$ cat src/rtl/lsu_controller.sv
// Load/store unit controller: accepts one RV32 load/store at a time, checks it
// for alignment, width code and address range, drives a word-organised data
// memory with byte-lane enables, and returns a sign/zero-extended load result
// with a one-cycle completion pulse.
module lsu_controller #(
  parameter int ADDRESS_WIDTH = 8
) (
  input  logic                     clk,
  input  logic                     rst_n,
  input  logic                     req_valid,
  output logic                     req_ready,
  input  logic                     req_we,
  input  logic [2:0]               req_funct3,
  input  logic [31:0]              req_addr,
  input  logic [31:0]              req_wdata,
  output logic                     resp_valid,
  output logic [31:0]              resp_rdata,
  output logic                     resp_err,
  output logic [ADDRESS_WIDTH-1:0] mem_addr,
  output logic [3:0]               mem_byte_we,
  output logic [31:0]              mem_wdata,
  input  logic [31:0]              mem_rdata
);

  typedef enum logic [1:0] {
    S_IDLE  = 2'd0,
    S_ISSUE = 2'd1,
    S_WAIT  = 2'd2,
    S_RESP  = 2'd3
  } state_t;

  state_t                   r_state;
  state_t                   w_state_next;

  logic [ADDRESS_WIDTH-1:0] r_mem_addr;
  logic [1:0]               r_off;
  logic [1:0]               r_size;      // funct3[1:0]: 0 byte, 1 half, 2 word
  logic                     r_unsigned;  // funct3[2]
  logic                     r_we;
  logic [31:0]              r_wdata;
  logic [31:0]              r_resp_rdata;
  logic                     r_resp_err;

  logic                     w_accept;
  logic                     w_funct3_ok;
  logic                     w_misaligned;
  logic                     w_out_of_range;
  logic                     w_err;
  logic [3:0]               w_lane_base;
  logic [31:0]              w_load_shifted;
  logic [31:0]              w_load_ext;

  assign w_accept = req_valid && (r_state == S_IDLE);

  // Classify the incoming request: legal width code, natural alignment, address range.
  always_comb begin
    w_funct3_ok = 1'b0;
    case (req_funct3)
      3'b000, 3'b001, 3'b010: w_funct3_ok = 1'b1;
      3'b100, 3'b101:         w_funct3_ok = !req_we;  // unsigned forms exist only for loads
      default:                w_funct3_ok = 1'b0;
    endcase
    w_misaligned = 1'b0;
    if ((req_funct3[1:0] == 2'b01) && req_addr[0]) begin
      w_misaligned = 1'b1;
    end
    if ((req_funct3[1:0] == 2'b10) && (req_addr[1:0] != 2'b00)) begin
      w_misaligned = 1'b1;
    end
    w_out_of_range = (req_addr >> ADDRESS_WIDTH) != 32'd0;
    w_err          = !w_funct3_ok || w_misaligned || w_out_of_range;
  end

  // Align the returned word to the addressed byte and extend to 32 bits.
  always_comb begin
    w_load_shifted = mem_rdata >> {r_off, 3'b000};
    case (r_size)
      2'd0:    w_load_ext = {{24{!r_unsigned && w_load_shifted[7]}}, w_load_shifted[7:0]};
      2'd1:    w_load_ext = {{16{!r_unsigned && w_load_shifted[15]}}, w_load_shifted[15:0]};
      default: w_load_ext = w_load_shifted;
    endcase
  end

  // State register; reset returns to IDLE from any state.
  always_ff @(posedge clk) begin
    if (!rst_n) begin
      r_state <= S_IDLE;
    end else begin
      r_state <= w_state_next;
    end
  end

  // Next-state logic and state-decoded outputs.
  always_comb begin
    w_state_next = r_state;
    req_ready    = 1'b0;
    resp_valid   = 1'b0;
    mem_byte_we  = 4'b0000;
    w_lane_base  = (r_size == 2'd0) ? 4'b0001 :
                   (r_size == 2'd1) ? 4'b0011 : 4'b1111;
    case (r_state)
      S_IDLE: begin
        req_ready = 1'b1;
        if (req_valid) begin
          w_state_next = w_err ? S_RESP : S_ISSUE;
        end
      end
      S_ISSUE: begin
        // Gated by rst_n so a reset landing on this edge suppresses the write.
        if (r_we && rst_n) begin
          mem_byte_we = w_lane_base << r_off;
        end
        w_state_next = r_we ? S_RESP : S_WAIT;
      end
      S_WAIT: begin
        w_state_next = S_RESP;
      end
      S_RESP: begin
        resp_valid   = 1'b1;
        w_state_next = S_IDLE;
      end
      default: begin
        w_state_next = S_IDLE;
      end
    endcase
  end

  // Request latching at accept and response capture on every entry to RESP.
  always_ff @(posedge clk) begin
    if (!rst_n) begin
      r_mem_addr   <= '0;
      r_off        <= 2'b00;
      r_size       <= 2'b00;
      r_unsigned   <= 1'b0;
      r_we         <= 1'b0;
      r_wdata      <= 32'd0;
      r_resp_rdata <= 32'd0;
      r_resp_err   <= 1'b0;
    end else begin
      if (w_accept) begin
        if (w_err) begin
          r_resp_err   <= 1'b1;
          r_resp_rdata <= 32'd0;
        end else begin
          r_mem_addr <= {req_addr[ADDRESS_WIDTH-1:2], 2'b00};
          r_off      <= req_addr[1:0];
          r_size     <= req_funct3[1:0];
          r_unsigned <= req_funct3[2];
          r_we       <= req_we;
          if (req_we) begin
            r_wdata <= req_wdata << {req_addr[1:0], 3'b000};
          end
        end
      end
      if ((r_state == S_ISSUE) && r_we) begin
        r_resp_err   <= 1'b0;
        r_resp_rdata <= 32'd0;
      end
      if (r_state == S_WAIT) begin
        r_resp_err   <= 1'b0;
        r_resp_rdata <= w_load_ext;
      end
    end
  end

  assign mem_addr   = r_mem_addr;
  assign mem_wdata  = r_wdata;
  assign resp_rdata = r_resp_rdata;
  assign resp_err   = r_resp_err;

endmodule

$ cat config.mk
export PLATFORM = sky130hd
export DESIGN_NAME = lsu_controller
export DESIGN_NICKNAME = d
export VERILOG_FILES = /design/src/rtl/lsu_controller.sv
export SDC_FILE = /design/constraint.sdc
export NUM_CORES = 1
export LEC_CHECK = 0
export ABC_AREA = 1
export ABC_CLOCK_PERIOD_IN_PS = 1800
export BUFFER_PORTS_ARGS = -buffer_cell sky130_fd_sc_hd__buf_2
export CAP_MARGIN = 5
export CORE_ASPECT_RATIO = 1.25
export CORE_MARGIN = 4
export CORE_UTILIZATION = 49
export DETAILED_ROUTE_END_ITERATION = 8
export MAX_ROUTING_LAYER = met4
export PLACE_DENSITY = 0.88
export SLEW_MARGIN = 10
export SYNTH_ARGS = -nofsm -noshare
export SYNTH_HDL_FRONTEND = slang
export SYNTH_SLANG_ARGS = --single-unit
$ cat constraint.sdc
create_clock -name clk -period 1.8 [get_ports clk]
set_input_delay 0.09 -clock clk [delete_from_list [all_inputs] [get_ports clk]]
set_output_delay 0.09 -clock clk [all_outputs]
set_load 0.01 [all_outputs]
==> results_dict.tcl <==
set metrics [dict create \
    synth-xor-area-share_pct 0 \
    route.detailed.vias_per_inst 5.35 \
    grt-ovfl-total 0 \
    synth.top_cells.by_area "dfxtp_1 (35%), nand2_1 (17%), a21oi_1 (9.3%)" \
    worst-endpoint-required_ps 1710 \
    synth.area.mux_share_pct 0 \
    power.share.sequential_pct 37.5 \
    power_report.internal_total_mw 3.55 \
    drc 0 \
    dr.pass1.iters 5 \
    design.final.nets 978 \
    area_growth_syn_to_fin_pct 28.7 \
    wl_mm 13.7 \
    sw_frac_of_total_pct 32.1 \
    max-slew-margin-rel_pct 65.3 \
    tritoncts_num_sinks 79 \
    final_cell_count_no_fill 998 \
    slowest_delay_ps 330 \
    async_reset_ff_share_pct 0 \
    synth_simple_gate_area_share_pct 34.4 \
    placementRows 39 \
    die-area_um2 10900 \
    most_common_cell_in_the_synthesized_netlist "nand2_1" \
    clock.fmax_mhz 568 \
    synth_top_area_share_pct 34.8 \
    synth_enable_flop_cells 0 \
    setup_viol 0 \
    cts_root_buffer "clkbuf_16" \
    port_buffers 179 \
    ctsLongestPathBuffers 2 \
    postSynthAreaPerCell_um2 6.36 \
    clock_tree_from_tritoncts "yes" \
    start_util_pct 50.0 \
    cp.buffers_inverters 3 \
    final_antenna_net_count 0 \
    synth_common_cells "nand2_1 (203), a21oi_1 (84), dfxtp_1 (79)" \
    grt_setup_unrepaired "yes" \
    fp.dieW_um 94.1 \
    grt_max_degree 43 \
    worst_path_top_cell_family_by_delay "simple AND/OR/NAND/NOR gates" \
    numCtsBuffers 9 \
    timing.reg2reg.setup_slack_ps 160 \
    post-dp-hpwl_mm 9.93 \
    synth_top_family_by_area "simple AND/OR/NAND/NOR gates" \
    place_inst 982 \
    result_of_the_run "complete, no violations" \
    holdPathStages 3 \
    hp-start "req_addr[5]" \
    route.detailed.wl_per_inst_um 13.8 \
    yosys_register_bits 79 \
    share_of_total_power_in_the_clock_network_pct 35.7 \
    htree_levels 3 \
    timing.clock.skew_ps 9.47 \
    max-vdd-ir-drop_uv 530 \
    drtIter0Drc 359 \
    die_h_um 116 \
    ys_seq_area_share_pct 34.8 \
    power.share.combinational_pct 26.8 \
    synthesis.instances 714 \
    post_synth_instance_area_um2 4540 \
    timing.final.crit_share_pct 97.7 \
    complex_gate_fraction_of_the_synthesized_area_pct 18.1 \
    grt_first_pass_wirelength_mm 21.5 \
    path_cells "buf_4 -> ha_1 -> nand2_1 -> inv_1 -> nand2_1 -> nor3_1 -> buf_2" \
    hold_end "mem_addr[5]$_SDFFE_PN0P_" \
    global_route_total_usage_across_every_layer_pct 25.3 \
    worst_slew_pin_slew_ps 519 \
    gp_congestion 0.906 \
    total_switching_power_mw 1.68 \
    p_per_area_nw_per_um2 896 \
    ys.flop_type "dfxtp_1" \
    synthDominantAreaCellType "dfxtp_1" \
    hold_viol 0 \
    setup.worst_path.start_class "register" \
    hold_buffers 0 \
    vias_in_the_first_global_route 4733 \
    finalCoreUtilization_pct 64.4 \
    clk_latency_ps 330 \
    min_cycle_time_layout_ps 1760 \
    max_cap_viol_count 0 \
    route.vias.total 5336 \
    path_common_cell "nand2_1" \
    worst_setup_hold_path_clk_slew_ps 60 \
    hold_class "in2reg" \
    rr_endpoint "resp_rdata[22]$_SDFFE_PN0P_" \
    reg2reg_depth 8 \
    critPathMaxFanout 4 \
    antenna_found_initial 0 \
    insertedDiodeCount 0 \
    cp.arrival_ps 1670 \
    slew_viol_final 0 \
    crit_slowest_cell "dfxtp_1" \
    ys_types 30 \
    kind_of_end_point_of_the_critical_path "output pin" \
    drive_gt1_share_pct 27.1 \
    boundary_pins 182 \
    synth_fa_ha_area_share_pct 1.10 \
    crit-reg2reg-launch "r_off[0]$_SDFFE_PN0P_" \
    criticalPathCategory "reg2out" \
    leakage_nw 2.81 \
    core_area_um2 9080 \
    synth_warnings 0 \
]
## through the flow
stage / power, mW / cell area, um2 / hold WS (ps) / TNS [ps] / setup WS (ps)
floorplan: 2.84 / 4540 / 254 / 0 / 169
global placement: 3.34 / 5500 / 375 / 0 / 114
detailed placement: 3.36 / 5500 / 369 / 0 / 73.6
CTS: 5.22 / 5800 / 21.0 / 0 / 21.9
global route: 5.51 / 5840 / 18.8 / -19.7 / -12.9
finish: 5.23 / 5840 / 34.8 / 0 / 40.6
## routing by layer
layer  vias to the layer above  part of all wire [%]  GRT usage (%)
met5                         -                     0              -
met3                        39                    10           5.06
met1                      2325                    38           30.5
li1                       2660                     -              -
met2                       312                    48           41.2
met4                         0                   3.4           10.6
## tightest hold or removal path: stages
cell     delay (ps)
buf_2           100
nand3_1          70
a21oi_1          60
## logic make-up after synthesis
kind of cell	after synthesis
AOI/OAI and AO/OA	155
adders and majority gates	4
buffers and inverters	113
DFF	79
other	1
and+or+nand+nor	362
## power groups by stage
stage / clock network [mW] / logic (mW) / registers [mW]
after floorplan: 0 / 0.784 / 2.06
after global placement: 0 / 1.34 / 2.00
after detailed placement: 0 / 1.36 / 2.00
after CTS: 1.89 / 1.36 / 1.96
after global routing: 1.99 / 1.55 / 1.98
final: 1.87 / 1.40 / 1.96
## state kept, by name, summed over array words and instances (netlist names)
signal	flops
mem_wdata	32
resp_rdata	32
mem_addr	6
r_off	2
r_size	2
r_state	2
r_unsigned	1
r_we	1
resp_err	1
## placed cells by master, fill, tap and decap left out
cell type and n:
a211oi_1 1, a21oi_1 84, a221oi_2 1, a31oi_1 1, buf_12 3, buf_2 179
buf_4 21, bufinv_16 1, clkbuf_16 9, clkbuf_8 2, clkinvlp_4 2, conb_1 2
dfxtp_1 79, ha_1 4, inv_1 49, inv_2 5, inv_6 1, nand2_1 202
nand2_2 2, nand3_1 67, nand3_2 1, nand3_4 2, nand3b_1 2, nand4_1 26
nor2_1 52, nor2_2 2, nor2_4 1, nor3_1 2, nor3_2 1, o211ai_1 10
o21ai_0 55, o21ai_4 2, o22ai_1 2, or2_2 2
## worst max-delay path by stage
stage | from | endpoint | slack [ps] | cells after the start
finish | r_state[0]$_SDFFE_PN0P_ | mem_byte_we[3] | 40 | 7
global route | r_state[1]$_SDFFE_PN0P_ | mem_byte_we[3] | -10 | 7
CTS | r_state[0]$_SDFFE_PN0P_ | mem_byte_we[2] | 20 | 7
global placement | req_addr[28] | resp_rdata[27]$_SDFFE_PN0P_ | 110 | 8
detailed placement | r_state[1]$_SDFFE_PN0P_ | resp_rdata[24]$_SDFFE_PN0P_ | 70 | 8
floorplan | r_state[0]$_SDFFE_PN0P_ | mem_wdata[10]$_SDFFE_PN0P_ | 170 | 8
## layout make-up
cell class	instances	area (um2)
Fill cell	829	3240
Tap cell	123	154
Sequential cell	79	1580
Inverter	54	203
Clock buffer	11	253
Clock inverter	4	53.8
Timing Repair Buffer	203	1110
Multi-Input combinational cell	524	2480
## repair_timing
item                                    in CTS  in global routing
setup buffers                                0                  0
gates resized for setup                      0                  6
endpoints found under the setup margin       0                 63
No activity file was read; power rests on OpenSTA's default activity.
